===== config.mk =====
export PLATFORM = sky130hd
export DESIGN_NAME = acc_accumulate_ctrl_flat
export DESIGN_NICKNAME = d
export VERILOG_FILES = /design/src/rtl/acc_pkg.sv /design/src/rtl/acc_accumulate_ctrl_if.sv /design/src/rtl/acc_add_sat.sv /design/src/rtl/acc_accumulate_ctrl.sv /design/src/flat_wrapper.sv
export SDC_FILE = /design/constraint.sdc
export NUM_CORES = 1
export LEC_CHECK = 0
export CORE_MARGIN = 4
export CORE_UTILIZATION = 44
export DETAILED_ROUTE_END_ITERATION = 8
export PLACE_DENSITY_LB_ADDON = 0.2
export SLEW_MARGIN = 20
export SYNTH_ARGS = -nofsm -noshare
export SYNTH_HDL_FRONTEND = slang
export SYNTH_HIERARCHICAL = 1
export SYNTH_SLANG_ARGS = --single-unit

===== constraint.sdc =====
create_clock -name clk -period 4.4 [get_ports clk]
set_clock_uncertainty 0.05 [all_clocks]
set_input_delay 0.88 -clock clk [delete_from_list [all_inputs] [get_ports clk]]
set_output_delay 0.88 -clock clk [all_outputs]
set_load 0.01 [all_outputs]

===== src/rtl/acc_pkg.sv =====
// Shared types, constants and arithmetic for the accumulator read-modify-write front end.
package acc_pkg;

    typedef enum logic [1:0] {
        IDLE  = 2'd0,
        ACCUM = 2'd1,
        DRAIN = 2'd2
    } state_e;

    // Arithmetic is done at this fixed width; narrower accumulators sign-extend into it.
    localparam int ACC_WMAX = 64;
    localparam logic signed [ACC_WMAX-1:0] ACC_MAX = {1'b0, {(ACC_WMAX-1){1'b1}}};
    localparam logic signed [ACC_WMAX-1:0] ACC_MIN = {1'b1, {(ACC_WMAX-1){1'b0}}};

    // Adds two sign-extended operands; with saturate set, clamps to the signed range of 'width' bits.
    function automatic logic [ACC_WMAX-1:0] sat_add(input logic [ACC_WMAX-1:0] a,
                                                    input logic [ACC_WMAX-1:0] b,
                                                    input int                  width,
                                                    input bit                  saturate);
        logic signed [ACC_WMAX:0] sum;
        logic signed [ACC_WMAX:0] hi;
        logic signed [ACC_WMAX:0] lo;
        logic        [ACC_WMAX:0] res;
        sum = $signed({a[ACC_WMAX-1], a}) + $signed({b[ACC_WMAX-1], b});
        hi  = $signed({1'b0, ACC_MAX}) >>> (ACC_WMAX - width);
        lo  = $signed({1'b1, ACC_MIN}) >>> (ACC_WMAX - width);
        res = sum;
        if (saturate && (sum > hi)) begin
            res = hi;
        end else if (saturate && (sum < lo)) begin
            res = lo;
        end
        return res[ACC_WMAX-1:0];
    endfunction

endpackage


===== src/rtl/acc_accumulate_ctrl_if.sv =====
// Partial-sum stream, readout request and accumulator-memory port bundle.
interface acc_accumulate_ctrl_if #(
    parameter int PSUM_WIDTH = 32,
    parameter int ACC_WIDTH  = 32,
    parameter int ADDR_WIDTH = 12
);
    logic                  in_valid;
    logic                  in_ready;
    logic [ADDR_WIDTH-1:0] in_addr;
    logic [PSUM_WIDTH-1:0] in_data;
    logic                  in_first;
    logic                  in_last;
    logic                  ext_rd_req;
    logic [ADDR_WIDTH-1:0] ext_rd_addr;
    logic                  mem_read_req;
    logic [ADDR_WIDTH-1:0] mem_read_addr;
    logic [ACC_WIDTH-1:0]  mem_read_data;
    logic                  mem_write_req;
    logic [ADDR_WIDTH-1:0] mem_write_addr;
    logic [ACC_WIDTH-1:0]  mem_write_data;

    modport slave (
        input  in_valid, in_addr, in_data, in_first, in_last,
        input  ext_rd_req, ext_rd_addr, mem_read_data,
        output in_ready, mem_read_req, mem_read_addr,
        output mem_write_req, mem_write_addr, mem_write_data
    );

    modport master (
        output in_valid, in_addr, in_data, in_first, in_last,
        output ext_rd_req, ext_rd_addr, mem_read_data,
        input  in_ready, mem_read_req, mem_read_addr,
        input  mem_write_req, mem_write_addr, mem_write_data
    );
endinterface


===== src/rtl/acc_add_sat.sv =====
// Sign-extends a partial sum to accumulator width and adds it to an accumulator word (wrap or clamp).
module acc_add_sat
    import acc_pkg::*;
#(
    parameter int PSUM_WIDTH = 32,
    parameter int ACC_WIDTH  = 32,
    parameter int SATURATE   = 0
) (
    input  logic [ACC_WIDTH-1:0]  acc_i,
    input  logic [PSUM_WIDTH-1:0] psum_i,
    output logic [ACC_WIDTH-1:0]  psum_sx_o,
    output logic [ACC_WIDTH-1:0]  sum_o
);
    logic [ACC_WMAX-1:0] acc_wide;
    logic [ACC_WMAX-1:0] psum_wide;

    assign psum_sx_o = ACC_WIDTH'($signed(psum_i));
    assign acc_wide  = ACC_WMAX'($signed(acc_i));
    assign psum_wide = ACC_WMAX'($signed(psum_sx_o));
    assign sum_o     = ACC_WIDTH'(sat_add(acc_wide, psum_wide, ACC_WIDTH, SATURATE != 0));
endmodule


===== src/rtl/acc_accumulate_ctrl.sv =====
// Read-modify-write front end: adds or overwrites streamed partial sums into the accumulator memory,
// with a one-deep write stage forwarded to the next beat because the memory only writes on negedge.
module acc_accumulate_ctrl
    import acc_pkg::*;
#(
    parameter int PSUM_WIDTH = 32,
    parameter int ACC_WIDTH  = 32,
    parameter int ADDR_WIDTH = 12,
    parameter int SATURATE   = 0,
    parameter int CNT_WIDTH  = 16
) (
    input  logic                 clk,
    input  logic                 rst_n,
    acc_accumulate_ctrl_if.slave bus,
    output logic                 busy_o,
    output logic                 done_o,
    output logic [CNT_WIDTH-1:0] beat_count_o
);
    state_e                state_q, state_d;
    logic [CNT_WIDTH-1:0]  cnt_q, cnt_d;
    logic                  s1_valid_q;
    logic [ADDR_WIDTH-1:0] s1_addr_q;
    logic [ACC_WIDTH-1:0]  s1_data_q;
    logic [ACC_WIDTH-1:0]  s1_data_d;

    logic                  in_ready;
    logic                  accept;
    logic                  fwd;
    logic [ACC_WIDTH-1:0]  operand;
    logic [ACC_WIDTH-1:0]  psum_sx;
    logic [ACC_WIDTH-1:0]  sum;

    // The readout engine always owns the read port when it asks for it.
    assign in_ready = rst_n & ~bus.ext_rd_req & (state_q != DRAIN);
    assign accept   = bus.in_valid & in_ready;

    assign bus.in_ready      = in_ready;
    assign bus.mem_read_req  = rst_n & (bus.ext_rd_req | accept);
    assign bus.mem_read_addr = !rst_n ? '0 : (bus.ext_rd_req ? bus.ext_rd_addr : bus.in_addr);

    // The word in S1 has not reached memory yet, so a same-address beat must take it from here.
    assign fwd     = s1_valid_q & (s1_addr_q == bus.in_addr);
    assign operand = fwd ? s1_data_q : bus.mem_read_data;

    acc_add_sat #(
        .PSUM_WIDTH (PSUM_WIDTH),
        .ACC_WIDTH  (ACC_WIDTH),
        .SATURATE   (SATURATE)
    ) u_add (
        .acc_i     (operand),
        .psum_i    (bus.in_data),
        .psum_sx_o (psum_sx),
        .sum_o     (sum)
    );

    assign s1_data_d = bus.in_first ? psum_sx : sum;

    always_ff @(posedge clk or negedge rst_n) begin
        if (!rst_n) begin
            state_q    <= IDLE;
            cnt_q      <= '0;
            s1_valid_q <= 1'b0;
            s1_addr_q  <= '0;
            s1_data_q  <= '0;
        end else begin
            state_q    <= state_d;
            cnt_q      <= cnt_d;
            s1_valid_q <= accept;
            if (accept) begin
                s1_addr_q <= bus.in_addr;
                s1_data_q <= s1_data_d;
            end
        end
    end

    always_comb begin
        state_d = state_q;
        cnt_d   = cnt_q;
        unique case (state_q)
            IDLE: begin
                if (accept) begin
                    cnt_d   = CNT_WIDTH'(1);
                    state_d = bus.in_last ? DRAIN : ACCUM;
                end
            end
            ACCUM: begin
                if (accept) begin
                    cnt_d = (&cnt_q) ? cnt_q : cnt_q + 1'b1;
                    if (bus.in_last) begin
                        state_d = DRAIN;
                    end
                end
            end
            DRAIN: begin
                state_d = IDLE;
            end
            default: begin
                state_d = IDLE;
            end
        endcase
    end

    assign bus.mem_write_req  = s1_valid_q;
    assign bus.mem_write_addr = s1_addr_q;
    assign bus.mem_write_data = s1_data_q;

    assign busy_o       = (state_q != IDLE);
    assign done_o       = (state_q == DRAIN);
    assign beat_count_o = cnt_q;
endmodule


===== src/flat_wrapper.sv =====
// flat-port wrapper written by rule: the top's interface ports become plain ports
module acc_accumulate_ctrl_flat import acc_pkg::*;
#(
    parameter int PSUM_WIDTH = 32,
    parameter int ACC_WIDTH  = 32,
    parameter int ADDR_WIDTH = 12,
    parameter int SATURATE   = 0,
    parameter int CNT_WIDTH  = 16
)
  (clk, rst_n, busy_o, done_o, beat_count_o, bus_in_valid, bus_in_addr, bus_in_data, bus_in_first, bus_in_last, bus_ext_rd_req, bus_ext_rd_addr, bus_mem_read_data, bus_in_ready, bus_mem_read_req, bus_mem_read_addr, bus_mem_write_req, bus_mem_write_addr, bus_mem_write_data);
  acc_accumulate_ctrl_if #(.PSUM_WIDTH(PSUM_WIDTH), .ACC_WIDTH(ACC_WIDTH), .ADDR_WIDTH(ADDR_WIDTH)) bus_i ();
  input  logic clk;
  input  logic rst_n;
  output logic busy_o;
  output logic done_o;
  output logic [CNT_WIDTH-1:0] beat_count_o;
  input wire logic [$bits(bus_i.in_valid)-1:0] bus_in_valid;
  input wire logic [$bits(bus_i.in_addr)-1:0] bus_in_addr;
  input wire logic [$bits(bus_i.in_data)-1:0] bus_in_data;
  input wire logic [$bits(bus_i.in_first)-1:0] bus_in_first;
  input wire logic [$bits(bus_i.in_last)-1:0] bus_in_last;
  input wire logic [$bits(bus_i.ext_rd_req)-1:0] bus_ext_rd_req;
  input wire logic [$bits(bus_i.ext_rd_addr)-1:0] bus_ext_rd_addr;
  input wire logic [$bits(bus_i.mem_read_data)-1:0] bus_mem_read_data;
  output wire logic [$bits(bus_i.in_ready)-1:0] bus_in_ready;
  output wire logic [$bits(bus_i.mem_read_req)-1:0] bus_mem_read_req;
  output wire logic [$bits(bus_i.mem_read_addr)-1:0] bus_mem_read_addr;
  output wire logic [$bits(bus_i.mem_write_req)-1:0] bus_mem_write_req;
  output wire logic [$bits(bus_i.mem_write_addr)-1:0] bus_mem_write_addr;
  output wire logic [$bits(bus_i.mem_write_data)-1:0] bus_mem_write_data;
  assign bus_i.in_valid = bus_in_valid;
  assign bus_i.in_addr = bus_in_addr;
  assign bus_i.in_data = bus_in_data;
  assign bus_i.in_first = bus_in_first;
  assign bus_i.in_last = bus_in_last;
  assign bus_i.ext_rd_req = bus_ext_rd_req;
  assign bus_i.ext_rd_addr = bus_ext_rd_addr;
  assign bus_i.mem_read_data = bus_mem_read_data;
  assign bus_in_ready = bus_i.in_ready;
  assign bus_mem_read_req = bus_i.mem_read_req;
  assign bus_mem_read_addr = bus_i.mem_read_addr;
  assign bus_mem_write_req = bus_i.mem_write_req;
  assign bus_mem_write_addr = bus_i.mem_write_addr;
  assign bus_mem_write_data = bus_i.mem_write_data;
  acc_accumulate_ctrl #(.PSUM_WIDTH(PSUM_WIDTH), .ACC_WIDTH(ACC_WIDTH), .ADDR_WIDTH(ADDR_WIDTH), .SATURATE(SATURATE), .CNT_WIDTH(CNT_WIDTH)) u_core (.clk(clk), .rst_n(rst_n), .bus(bus_i), .busy_o(busy_o), .done_o(done_o), .beat_count_o(beat_count_o));
endmodule

# Word-level counts from Yosys, hierarchy flattened
# Cells that the tools add are included.
[totals] ramBits=0 latchBits=0 mem_bits_ro=0 register_bits=63 input_bits=94 n_memories=0
[classes] shifts=0 reduce_logical=6 n_addsub=2 eq_ne=8 magnitude_cmp=0 bitwise_logic=7 mul=0 n_mux=13 div=0
[op_table] op="$mux W32" n=2
[op_table] op="$mux W16" n=3
[op_table] op="$add A32 B32 Y32" n=1
[op_table] op="$pmux W16 S2" n=1
[op_table] op="$mux W12" n=2
[op_table] op="$add A16 B1 Y16 const B" n=1
[op_table] op="$reduce_and A16 Y1" n=1
[op_table] op="$eq A12 B12 Y1" n=1
[op_table] op="$mux W2" n=4
[op_table] op="$ne A2 B2 Y1 const B" n=3
[op_table] op="$and A1 B1 Y1" n=5
[op_table] op="$ne A2 B1 Y1 const B" n=2
[op_table] op="$pmux W2 S2" n=1
[op_table] op="$reduce_and A4 Y1" n=1
[op_table] op="$reduce_bool A2 Y1" n=2
[op_table] op="$reduce_and A3 Y1" n=1
[op_table] op="$eq A2 B1 Y1 const B" n=1
[op_table] op="$eq A2 B2 Y1 const B" n=1
[op_table] op="$logic_not A2 Y1" n=1
[op_table] op="$not A1 Y1" n=1
[op_table] op="$or A1 B1 Y1" n=1

# Logic depth before layout (Yosys ltp)
# Gate-level depths: netlist of the first run.
[logic_depth] word_depth=6 ltp_mapped=16 depth_no_buf=15

# Hierarchy
# Netlist of the first run, hierarchy kept.
[by_module_without_submodules] mod="acc_accumulate_ctrl" cells_each=330 n_inst=1 area_per_inst_um2=3910.0
[by_module_without_submodules] mod="acc_add_sat" cells_each=266 n_inst=1 area_per_inst_um2=1885.6

# Worst setup path after synthesis of the first run
# OpenSTA, ideal clock, no wires.
[synth_path] kind="input to register" startpoint="input port bus_in_addr[8]" endpoint="register u_core.s1_data_q[26], in the netlist u_core/bus.mem_write_data[26]" path_stages=15 arrival_time_ns=4.471 slack_ns=-0.246 t_required_ns=4.225 cell_sequence="xnor2_1 -> nand4_1 -> nor4_2 -> buf_2 -> mux2_2 -> fa_1 -> a21o_1 -> a221oi_2 -> or2_2 -> o31ai_2 -> a221o_1 -> a31oi_1 -> xnor2_1 -> mux2_2 -> mux2_2"
[synth_via] elab_chain_cells=5
[synth_rtl] element="start, declared" line_no="flat_wrapper.sv:18" text="input wire logic [$bits(bus_i.in_addr)-1:0] bus_in_addr;"
[synth_rtl] element="$eq A12 B12 Y1" line_no="acc_accumulate_ctrl.sv:42" text="assign fwd = s1_valid_q & (s1_addr_q == bus.in_addr);"
[synth_rtl] element="$and A1 B1 Y1" line_no="acc_accumulate_ctrl.sv:42"
[synth_rtl] element="$mux W32" line_no="acc_accumulate_ctrl.sv:43" text="assign operand = fwd ? s1_data_q : bus.mem_read_data;"
[synth_rtl] element="net u_core.operand[1]" line_no="acc_accumulate_ctrl.sv:29" text="logic [ACC_WIDTH-1:0] operand;"
[synth_rtl] element="$add A32 B32 Y32" line_no="acc_pkg.sv:24" text="sum = $signed({a[ACC_WMAX-1], a}) + $signed({b[ACC_WMAX-1], b});"
[synth_rtl] element="net u_core.sum[26]" line_no="acc_accumulate_ctrl.sv:31" text="logic [ACC_WIDTH-1:0] sum;"
[synth_rtl] element="$mux W32" line_no="acc_accumulate_ctrl.sv:56" text="assign s1_data_d = bus.in_first ? psum_sx : sum;"
[synth_rtl] element="end signal, assigned" line_no="acc_accumulate_ctrl.sv:71" text="s1_data_q <= s1_data_d;"
[synth_rtl] element="end, declared" line_no="acc_accumulate_ctrl.sv:23" text="logic [ACC_WIDTH-1:0] s1_data_q;"
# The timed path passes the listed nets, and every way through them passes these cells.
# A chain may end at the register's enable or synchronous reset.

# Worst setup path in the final report of the first run
[layout_path] startpoint="input port bus_in_addr[11]" endpoint="register u_core.s1_data_q[29], in the netlist u_core/bus.mem_write_data[29]"
# The elaborated chain is that of the path after synthesis.

==> impl_metrics.py, run 1 <==
metrics = {
    "run_status": {
        "outcome": "finished, violations left",
        "violations": "setup timing",
    },
    "sta": {
        "hold_viol": 0,
        "slew_headroom_pct": 53.22,
        "holdWs_ns": 0.4784,
        "fin_crit_sh_pct": 101.5,
        "rsz0062_at_grt": "true",
        "fin_tns_setup_ns": -0.1240,
        "fin_crit_ns": 4.464,
        "drv_slew": 0,
        "setup_slack_ns": -0.06408,
        "max_freq_mhz": 224.0,
        "setup_viol": 3,
        "worstMarginPinSlew_ns": 0.7017,
    },
    "drt": {
        "wire_per_inst_um": 17.58,
        "wl_um": 17630,
        "vias": 5524,
        "drt-vias-per-instance": 5.507,
        "first_iter_violations": 255,
        "first_pass_iters": 5,
        "drtAntennaViolNets": 0,
        "drcViolationCount": 0,
    },
    "yosys": {
        "synthTopCellsByArea": "dfrtp_1 27%, mux2_2 21%, ha_1 6.9%",
        "synthAdderAreaFrac_pct": 7.254,
        "synthMuxAreaShare_pct": 24.11,
        "synth.top_cell.area_share_pct": 27.20,
        "ys_ff_latch": 63,
        "synth_warnings": 6,
        "async_reset_ff_share_pct": 100.0,
        "ys.flop_type": "dfrtp_1",
        "syn_nets": 723,
        "synth_cells": 596,
        "synth_common_cells": "108 x mux2_2, 63 x dfrtp_1, 42 x nand2_1",
        "yosysTopAreaCell": "dfrtp_1",
        "synth_seq_area_share_pct": 27.20,
        "synthXorXnorAreaFrac_pct": 6.498,
        "yosysMostFrequentCell": "mux2_2",
        "synth-simple-area-share_pct": 12.74,
        "netlist_area_um2": 5796,
        "synth_compound_gate_area_share_pct": 15.11,
        "synth.avg_cell_area_um2": 9.724,
        "synth_edf_count": 0,
        "synth_top_family_by_area": "multiplexers",
        "ys_types": 65,
    },
    "worst_hold_path": {
        "min_path_cells": 1,
        "hold_path.class": "reg2reg",
        "worstHoldStart": "u_core/bus.mem_write_data[8]$_DFFE_PN0P_",
        "whs_endpoint": "u_core/bus.mem_write_data[8]$_DFFE_PN0P_",
    },
    "placed_design": {
        "place_ws_ns": -0.8784,
        "port_buffers": 170,
        "gp_congestion": 0.9053,
        "dpl_cell_area_um2": 8294,
        "dp_cells": 983,
        "place_hpwl_um": 13000,
    },
    "die": {
        "die-height_um": 122.8,
        "dieArea_um2": 15070,
        "core_area_um2": 12770,
        "rows": 41,
        "die_x_um": 122.8,
        "start_util_pct": 45.37,
        "ios": 171,
    },
    "power": {
        "ir_drop_v": 0.0002780,
        "p_total_mw": 2.794,
        "p_per_area_nw_per_um2": 311.3,
        "p_leak_nw": 3.720,
    },
    "setup_path": {
        "cp.arrival_ns": 4.63,
        "worst_setup_path_start_kind": "input port",
        "cpMostUsedCell": "mux2_2",
        "regToRegSetupSlack_ns": 0.15,
        "cpMaxStageDelayCell": "nor4_4",
        "end_kind": "flop",
        "critPathTopFamily": "simple AND/OR/NAND/NOR gates",
        "path_cells": "buf_8 -> xnor2_2 -> nand4_1 -> nor4_4 -> buf_6 -> buf_12 -> mux2_2 -> ha_4 -> and3_4 -> nand2_1 -> nor4_4 -> a211oi_2 -> buf_4 -> nor4_2 -> o22ai_1 -> xnor2_1 -> mux2_2 -> mux2_2",
        "reg2reg_depth": 17,
        "cp_num_buf_inv": 4,
        "path_max_fanout": 12,
        "required_ns": 4.57,
        "regToRegEndpoint": "u_core/bus.mem_write_data[29]$_DFFE_PN0P_",
        "worstSetupPathType": "in2reg",
        "critPathMaxStageDelay_ns": 0.40,
        "rr_startpoint": "u_core/bus.mem_write_addr[6]$_DFFE_PN0P_",
    },
    "cts": {
        "clockRootBuffer": "clkbuf_16",
        "clk_pin_slew_ns": 0.06,
        "cts_tree": "yes",
        "cts_buffers": 9,
        "clk_latency_ns": 0.34,
        "cts_num_sinks": 63,
        "cts_buffer_depth": 2,
        "cts.htree.levels": 3,
    },
    "global_route": {
        "grt_max_degree": 52,
        "grt_use_total_pct": 22.76,
        "grt_pass1_wl_um": 27400,
        "grt-ovfl-total": 0,
        "grt_pass1_vias": 5666,
        "antenna_found_initial": 2,
    },
    "cells_and_area": {
        "final_nets": 953,
        "fin_cells": 1003,
        "design_area_um2": 8977,
        "drive_gt1_share_pct": 37.91,
        "fin_util_pct": 70.28,
        "n_antenna_cell": 0,
        "area_delta_synth_final_pct": 54.90,
    },
    "job": {
        "cap_violations": 0,
    },
}
-- layout make-up --
| class | instances | area [um^2] |
|---|---|---|
| sequential | 63 | 1577 |
| fill | 930 | 3796 |
| clock inverter | 5 | 57.56 |
| inverter | 10 | 37.54 |
| clock buffer | 11 | 242.7 |
| tap | 172 | 215.2 |
| multi-input combinational | 462 | 4318 |
| timing repair buffer | 280 | 2530 |
-- what timing repair did --
item	in CTS	in global routing
endpoints found under the hold margin	0	0
pin swaps	22	30
resized for setup	48	54
buffers inserted	3	1
endpoints found under the setup margin	24	16
hold buffers	0	0
-- how the worst max path moves through the flow --
stage | from | endpoint | slack [ns] | cells past startpoint
after floorplan | bus_in_addr[1] | u_core/bus.mem_write_data[26]$_DFFE_PN0P_ | -0.02 | 15
after global placement | bus_in_addr[9] | u_core/bus.mem_write_data[26]$_DFFE_PN0P_ | -0.75 | 17
after detailed placement | bus_in_addr[11] | u_core/bus.mem_write_data[26]$_DFFE_PN0P_ | -0.88 | 17
after CTS | bus_in_addr[10] | u_core/bus.mem_write_data[30]$_DFFE_PN0P_ | -0.06 | 17
after global routing | bus_in_addr[11] | u_core/bus.mem_write_data[29]$_DFFE_PN0P_ | -0.20 | 18
final | bus_in_addr[11] | u_core/bus.mem_write_data[29]$_DFFE_PN0P_ | -0.06 | 18
-- cell usage in the layout, fill, tap and decap left out, types with 14 or more instances in the layout --
| master | instances |
|---|---|
| clkdlybuf4s50_1 | 157 |
| buf_4 | 108 |
| mux2_2 | 102 |
| dfrtp_1 | 63 |
| nand2_1 | 39 |
| a21oi_1 | 22 |
| xnor2_1 | 20 |
| mux2i_1 | 17 |
| o21ai_0 | 17 |
| ha_4 | 17 |
| xor2_1 | 15 |
| ha_1 | 14 |
-- sequential cells by signal (all words and copies together) (netlist names) --
| name | cells |
|---|---|
| u_core/beat_count_o | 16 |
| u_core/bus.mem_write_addr | 12 |
| u_core/bus.mem_write_data | 32 |
| u_core/bus.mem_write_req | 1 |
| u_core/state_q | 2 |
-- cell families (layout without fill, tap and decap cells) --
kind of cell             Yosys count  after routing
AO/OA/AOI/OAI                    127            127
multiplexers                     126            126
adder cells (fa/ha/maj)           33             33
XOR/XNOR                          43             43
flip-flops                        63             63
buffers and inverters             71            306
AND/OR/NAND/NOR                  133            133
-- power by group --
group,internal (mW),switching (mW),total [mW]
clock,0.453,0.280,0.733
sequential,0.708,0.135,0.843
combinational,0.736,0.481,1.22
-- metal layers --
layer  vias up  wire length, um  global-route usage [%]
met5         -               27                       0
met4         4              233                   7.068
met3        21             1562                   7.834
met2       196             8655                   37.72
met1      2649             7155                   27.83
li1       2654                -                       -
Note: power is estimated with default switching activity, not from simulation.
==> run 2: changes to the inputs <==
--- a/config.mk
+++ b/config.mk
@@ -5,7 +5,6 @@
 export SDC_FILE = /design/constraint.sdc
 export NUM_CORES = 1
 export LEC_CHECK = 0
-export CORE_MARGIN = 4
 export CORE_UTILIZATION = 44
 export DETAILED_ROUTE_END_ITERATION = 8
 export PLACE_DENSITY_LB_ADDON = 0.2
==> run 2 against run 1 <==
Against the previous run:
- the run now ends clean
- total power decreased by 1.0%
- die area down 9.5%
- wire length decreased by 0.54%
- cell count is 1.3% higher
- highest routed layer unchanged
- sequential share of layout area barely moved
- maximum frequency is 2.4% higher
- design area about the same
==> impl_metrics.py, run 2 (synthesis gave the netlist of run 1 again) <==
metrics = {
    "run_status": {
        "outcome": "finished, final reports clean",
    },
    "drt": {
        "vias": 5521,
        "drt-vias-per-instance": 5.434,
        "wl_um": 17540,
        "drcViolationCount": 0,
        "first_pass_iters": 4,
        "first_iter_violations": 236,
        "drtAntennaViolNets": 0,
        "wire_per_inst_um": 17.26,
    },
    "cells_and_area": {
        "fin_util_pct": 70.51,
        "final_nets": 967,
        "largest_register_ff_count": 32,
        "drive_gt1_share_pct": 37.44,
        "n_antenna_cell": 0,
        "design_area_um2": 8970,
        "layout_commonest_cell": "clkdlybuf4s50_1",
        "fin_cells": 1016,
        "area_delta_synth_final_pct": 54.77,
        "mostFrequentLayoutCells": "157 x clkdlybuf4s50_1, 123 x buf_4, 102 x mux2_2",
    },
    "cts": {
        "clockRootBuffer": "clkbuf_16",
        "cts.htree.levels": 3,
        "cts_buffer_depth": 2,
        "cts_tree": "yes",
        "cts_buffers": 9,
        "clk_pin_slew_ns": 0.05,
        "clk_latency_ns": 0.35,
        "cts_hold_buf": 0,
        "cts_num_sinks": 63,
    },
    "worst_hold_path": {
        "worstHoldStart": "u_core/bus.mem_write_data[28]$_DFFE_PN0P_",
        "hold_path.class": "reg2reg",
    },
    "setup_path": {
        "worstSetupPathType": "in2reg",
        "worst_setup_path_start_kind": "input port",
        "cp.arrival_ns": 4.54,
        "rr_startpoint": "u_core/bus.mem_write_addr[6]$_DFFE_PN0P_",
        "required_ns": 4.58,
        "crit_start": "bus_in_addr[2]",
        "end_kind": "flop",
        "path_max_fanout": 5,
    },
    "sta": {
        "fin_tns_setup_ns": 0,
        "fin_crit_ns": 4.360,
        "drv_slew": 0,
        "slew_headroom_pct": 54.37,
        "setup_slack_ns": 0.04003,
        "worstMarginPinSlew_ns": 0.6824,
        "setup_viol": 0,
        "rsz0062_at_grt": "true",
        "fin_crit_sh_pct": 99.09,
        "hold_viol": 0,
        "max_freq_mhz": 229.4,
    },
    "global_route": {
        "antenna_found_initial": 1,
        "grt_pass1_vias": 5590,
        "grt_max_degree": 44,
        "grt_pass1_wl_um": 27010,
        "grt-ovfl-total": 0,
        "grt_use_total_pct": 25.71,
    },
    "die": {
        "core_area_um2": 12720,
        "rows": 41,
        "die_x_um": 116.8,
        "ios": 171,
        "dieArea_um2": 13640,
        "die-height_um": 116.8,
        "start_util_pct": 45.55,
    },
    "placed_design": {
        "dpl_cell_area_um2": 8309,
        "port_buffers": 170,
        "place_hpwl_um": 12540,
        "gp_congestion": 0.8744,
        "place_ws_ns": -0.9162,
        "dp_cells": 985,
    },
    "power": {
        "pwr-share-seq_pct": 30.6,
        "p_per_area_nw_per_um2": 308.4,
        "p_clk_share_pct": 24.7,
        "switching_power_mw": 0.8961,
        "p_int_mw": 1.870,
        "sw_frac_of_total_pct": 32.39,
        "p_leak_nw": 3.794,
        "power_frac_comb_pct": 44.7,
        "ir_drop_v": 0.0002685,
    },
    "job": {
        "cap_violations": 0,
    },
}
-- run 2: cell types whose count changed in the layout (fill, tap and decap cells not counted), sizes merged --
cell,change
buf,+17
clkdlybuf4s15,-2
bufinv,-1
clkbuf,-1
-- run 2: what timing repair did --
item	4_1_cts	5_1_grt
buffers inserted	10	7
gates resized for setup	63	34
cloned	0	0
pin swaps	22	25
endpoints found under the setup margin	25	15
-- run 2: per-layer routing --
metal | share of wire, % | vias to the layer above | global-route usage, %
met3 | 7.5 | 33 | 7.878
met4 | 2.1 | 2 | 10.04
met1 | 41 | 2640 | 29.41
met2 | 50 | 181 | 44.93
li1 | - | 2665 | -
met5 | 0.074 | - | 0
-- run 2: area by class of cell --
type	instances	area [um^2]
clock buffer	11	252.7
tap	172	215.2
timing repair buffer	294	2644
multi-input combinational	462	4213
sequential	63	1577
inverter	10	37.54
clock inverter	4	31.28
fill	1015	3752
-- run 2: final timing paths --
path / endpoint / slack [ns] / depth (start not counted)
worst max-delay path: u_core/bus.mem_write_data[22]$_DFFE_PN0P_ / 0.04 / 17
worst min-delay path: u_core/bus.mem_write_data[28]$_DFFE_PN0P_ / 0.48 / 1
worst max register to register: u_core/bus.mem_write_data[22]$_DFFE_PN0P_ / 0.18 / 16
worst min register to register: u_core/bus.mem_write_data[28]$_DFFE_PN0P_ / 0.48 / 1
max in group asynchronous: u_core/bus.mem_write_data[7]$_DFFE_PN0P_ / 2.86 / 3
min in group asynchronous: u_core/bus.mem_write_addr[6]$_DFFE_PN0P_ / 0.52 / 2
-- run 2: per-stage QoR --
stage / hold slack [ns] / total power [mW]
floorplan: 0.4982 / 1.410
global placement: 0.4579 / 1.978
detailed placement: 0.4674 / 2.003
CTS: 0.4801 / 2.738
global route: 0.4947 / 2.918
finish: 0.4783 / 2.766
-- run 2: power groups by stage --
stage | sequential [mW] | combinational (mW) | clock [mW]
2_1_floorplan | 0.880 | 0.530 | 0
4_1_cts | 0.843 | 1.19 | 0.702
5_1_grt | 0.866 | 1.33 | 0.721
6_report | 0.846 | 1.24 | 0.683
3_3_place_gp | 0.840 | 1.14 | 0
3_5_place_dp | 0.849 | 1.15 | 0
-- run 2: critical path, cell delays in order --
cell and delay, ns:
buf_2 0.11, xnor2_1 0.15, nand2_1 0.14, nor4_4 0.28, buf_6 0.18, mux2_4 0.32
ha_4 0.17, fa_2 0.34, a21o_1 0.20, a221oi_4 0.31, or2_4 0.19, o31ai_4 0.07
a221o_1 0.36, buf_4 0.16, xor2_1 0.15, mux2_4 0.26, mux2_4 0.26
==> RTL change 1 (flow settings as in run 2) <==
`ADDR_WIDTH` is set to 12 in 3 places; all go to 13.
--- a/src/rtl/acc_accumulate_ctrl_if.sv
+++ b/src/rtl/acc_accumulate_ctrl_if.sv
@@ -2,7 +2,7 @@
 interface acc_accumulate_ctrl_if #(
     parameter int PSUM_WIDTH = 32,
     parameter int ACC_WIDTH  = 32,
-    parameter int ADDR_WIDTH = 12
+    parameter int ADDR_WIDTH = 13
 );
     logic                  in_valid;
     logic                  in_ready;
--- a/src/rtl/acc_accumulate_ctrl.sv
+++ b/src/rtl/acc_accumulate_ctrl.sv
@@ -5,7 +5,7 @@
 #(
     parameter int PSUM_WIDTH = 32,
     parameter int ACC_WIDTH  = 32,
-    parameter int ADDR_WIDTH = 12,
+    parameter int ADDR_WIDTH = 13,
     parameter int SATURATE   = 0,
     parameter int CNT_WIDTH  = 16
 ) (
--- a/src/flat_wrapper.sv
+++ b/src/flat_wrapper.sv
@@ -3,7 +3,7 @@
 #(
     parameter int PSUM_WIDTH = 32,
     parameter int ACC_WIDTH  = 32,
-    parameter int ADDR_WIDTH = 12,
+    parameter int ADDR_WIDTH = 13,
     parameter int SATURATE   = 0,
     parameter int CNT_WIDTH  = 16
 )
Interface: changed (resized bus_ext_rd_addr, bus_in_addr, bus_mem_read_addr and bus_mem_write_addr); port bits go from 171 to 175. No check against the original RTL was run, so the function may have changed too.
==> RTL change 1 against run 2 <==
Worst setup slack got worse by 35 ps. Critical endpoint is now u_core/bus.mem_write_data[30]. Power fell by 3.0%. Sequential cell count rose by 1. Highest routed layer is now met4. Final area decreased by 0.82%. Wire length shrank 1.2%. Synthesized cell count rose by 7.4%. Synthesized area increased by 2.6%.
==> RTL change 1: results (changes against run 2) <==
Global routing
The first-pass GRT wire length is 28.2 mm (+4.3%). The global-route met1 utilization is 30.6% (+1.2 points). The global-route track usage on met2 is 43.3% (-1.6 points).

The number of antenna violations at the first check in global routing is 0 (-1).

Layout
The number of combinational gates with multiple inputs is 497 (+7.6%). The number of signal-net buffers in the layout is 280 (-4.8%). The share of cell area taken by multi-input logic gates came to 47.0% (about the same). The register share of the cell area is 18.0% (+0.43 points).

Worst hold path
The worst min-delay path class is input pin to asynchronous set/reset pin.

Outcome
The run finished with clean final reports.

Power and ir drop
The clock group share of total power is 29.0% (+4.3 points). The total sequential power is 805 µW (-4.8%). The peak ir drop on the vdd network is 174 µV (-35%). The power consumed by the clock network came to 777 µW (+14%).

The switching share of total power was 31.7% (-0.69 points).

Place
The cell area reported after detailed placement is 8200 µm² (-1.3%). The final weighted congestion of routability-driven global placement was 0.888 (+1.5%). The worst-case setup slack after placement is -1120 ps (-203 ps).

Synth
The number of nets in the synthesized netlist came to 769 (+6.4%). The average cell area after synthesis is 9.29 µm² (-4.4%). The share of synthesized area spent on multiplexers is 18.5% (-5.6 points).

Drt
The routed length per placed instance came to 16.6 µm (-3.7%). The DRC violation total after the first TritonRoute iteration is 206 (-13%). The met1 wire length came to 7.47 mm (+5.0%). Signal routing reaches up to met4. The overall via count from detail_route is 5619 (+1.8%). The routed length on met2 is 8.56 mm (-2.0%).
RTL change 1: changes by cell type after synthesis, moves of 5 or more:
cell / before / now
a211oi_1: 8 / 3
nor2_1: 7 / 59
mux2_2: 108 / 16
nor2b_1: 13 / 19
nand2_1: 42 / 30
mux2i_1: 17 / 47
o22a_1: 6 / 1
and3_1: 10 / 5
clkbuf_1: 16 / 21
a22o_1: 1 / 11
mux2_4: 0 / 30
a21oi_1: 32 / 60
RTL change 1: final timing paths:
path | startpoint | to | depth (start not counted)
min in group clk | u_core/bus.mem_write_addr[7] | u_core/bus.mem_write_addr[7] | 1
setup reg to reg | u_core/bus.mem_write_addr[4] | u_core/bus.mem_write_data[30] | 15
hold / removal | rst_n | u_core/state_q[1] | 1
hold reg to reg | u_core/bus.mem_write_addr[7] | u_core/bus.mem_write_addr[7] | 1
max in group asynchronous | rst_n | u_core/bus.mem_write_data[9] | 3
setup / recovery | bus_in_addr[3] | u_core/bus.mem_write_data[30] | 16
==> RTL change 2 (settings of run 2) <==
Made on the original files. Reset style: synchronous (`rst_n`), changed in one clocked block.
--- a/src/rtl/acc_accumulate_ctrl.sv
+++ b/src/rtl/acc_accumulate_ctrl.sv
@@ -55,7 +55,7 @@
 
     assign s1_data_d = bus.in_first ? psum_sx : sum;
 
-    always_ff @(posedge clk or negedge rst_n) begin
+    always_ff @(posedge clk) begin
         if (!rst_n) begin
             state_q    <= IDLE;
             cnt_q      <= '0;
Behaviour: differs if rst_n is asserted again (counterexample within 4 cycles, from zero or initial values and one cycle with rst_n low); with rst_n held inactive, the same outputs for 10 cycles.
==> RTL change 2 against run 2 <==
Maximum frequency is 1.5% higher. Sequential share of layout area shrank 3.0 points. Worst setup slack gained 64 ps. Wire length down 2.0%. Largest cell class unchanged. Synthesized area fell by 2.7%. Power shrank 24%. Cell count rose by 6.0%. Final area decreased by 3.5%. Sequential cell count unchanged. Critical path depth increased by 2.
==> RTL change 2: results (changes against run 2) <==
Synth
The sequential fraction of the synthesis area came to 22.4% (-4.8 points). The leading cell type by number of instances after synthesis is nand2_1. The number of distinct standard cells referenced by the synthesized netlist is 67 (+3.1%).

Ranked by total cell area, the synthesized netlist is headed by dfxtp_1, mux2i_1, ha_1, nand2_1, o211a_1. The proportion of register bits with asynchronous set or reset after synthesis is 0% (-100 points). After synthesis, the most frequently instantiated cells are nand2_1, dfxtp_1, mux2i_1, buf_4, o211a_1. The number of nets in the synthesized netlist is 801 (+11%).

Global routing
The first-pass GRT wire length came to 27.5 mm (+1.9%). The number of antenna violations at the first check in global routing came to 0 (-1). The pin count of the biggest net entering global routing came to 78 (+77%). The global-route usage over all layers is 26.1% (+0.41 points). The via count of the first global-routing pass is 5808 (+3.9%). The total grt overflow is 0 (unchanged).

Power and ir drop
The peak ir drop on the vdd network is 150 µV (-44%). The total net switching power was 653 µW (-27%). The leakage power figure was 3.85 nW (+1.3%).

Layout
The final-stage net count is 1031 (+6.6%). The share of layout cells above drive strength 1 is 26.0% (-11 points).

Drt
The DRC violation total after the first TritonRoute iteration is 293 (+24%). The overall via count from detail_route is 5888 (+6.6%). The overall routed net length is 17.2 mm (-2.0%). The number of iterations in the first detailed-routing pass is 7 (+3).

Place
The half-perimeter wire length of the detailed placement result is 12.6 mm (+0.25%). The number of buffers inserted by port buffering came to 170 (unchanged). The final weighted congestion of routability-driven global placement came to 0.865 (-1.0%). The worst-case setup slack after placement is -809 ps (+108 ps).

Clock tree
The clock tree buffer depth is 2 (unchanged).

STA
The remaining max-slew budget at the tightest pin is 32.5% (-22 points).

Worst setup path
The maximum fanout count along the critical path is 4 (-1). The arrival time reported for the critical path endpoint is 4480 ps (-60 ps).

Outcome
The flow ran to the end, and the final reports show no timing, DRC or antenna violations.
-- RTL change 2: cell types whose count changed after synthesis, sizes merged, moves of 27 or more --
cell and delta:
dfrtp -63, nand2 +63, dfxtp +63, mux2i +27, o211a +32, mux2 -77
-- RTL change 2: per-layer routing --
metal | up-vias | global-route usage (%) | routed length, µm
met5 | - | 0 | 0
met4 | 0 | 10.6 | 345
met2 | 216 | 46.7 | 8440
met1 | 2739 | 30.8 | 7250
li1 | 2907 | - | -
met3 | 26 | 4.53 | 1150
-- RTL change 2: stage by stage --
step / area [µm²] / hold WS (ps) / instances
after floorplan: 5650 / 448 / 674
after global placement: 7980 / 430 / 1052
after detailed placement: 7980 / 436 / 1052
after CTS: 8430 / 443 / 1073
after global routing: 8660 / 478 / 1077
final: 8660 / 441 / 1077
-- RTL change 2: cell type report --
type	count	area (µm²)
Multi-Input combinational cell	527	4230
Clock buffer	9	225
Inverter	10	37.5
Fill cell	969	3600
Timing Repair Buffer	293	2620
Clock inverter	7	73.8
Tap cell	168	210
Sequential cell	63	1260
-- RTL change 2: kinds of logic after synthesis --
logic type                 share of synthesized area [%]
AOI/OAI and AO/OA                                   22.4
xor gates and xnor gates                            6.83
adders and majority gates                           7.46
buffers and inverters                               8.34
DFF                                                 22.4
muxes                                               14.2
and+or+nand+nor                                     18.4
-- RTL change 2: critical path: stages --
cell and delay [ps]:
buf_6 100, xor2_1 140, nor4_1 270, nand3_1 180
nor3_4 150, buf_6 150, mux2_4 320, ha_4 160
fa_2 340, a21o_1 220, a221oi_4 290, or2_4 190
o31ai_4 60, a221o_1 360, a31oi_2 200, xnor2_1 90
mux2i_1 130, nand2_1 70, o211a_1 150
-- RTL change 2: power by group through the flow --
stage,sequential [mW],combinational [mW],clock [mW]
2_1_floorplan,0.628,0.367,0
3_3_place_gp,0.623,0.683,0
3_5_place_dp,0.624,0.695,0
4_1_cts,0.612,0.723,0.747
5_1_grt,0.615,0.826,0.769
6_report,0.612,0.763,0.734
-- RTL change 2: path summary, 6_finish.rpt --
path / startpoint / endpoint / slack [ps] / cells after the start
max: bus_in_addr[6] / u_core/bus.mem_write_data[30] / 100 / 19
min reg2reg: u_core/bus.mem_write_addr[5] / u_core/bus.mem_write_addr[5] / 440 / 2
max reg2reg: u_core/bus.mem_write_addr[6] / u_core/bus.mem_write_data[30] / 390 / 18
min: u_core/bus.mem_write_addr[5] / u_core/bus.mem_write_addr[5] / 440 / 2
-- RTL change 2: what timing repair did --
action | CTS | global route
setup buffers | 5 | 4
resized for setup | 43 | 38
setup endpoints to repair | 24 | 20
pin swaps | 16 | 19
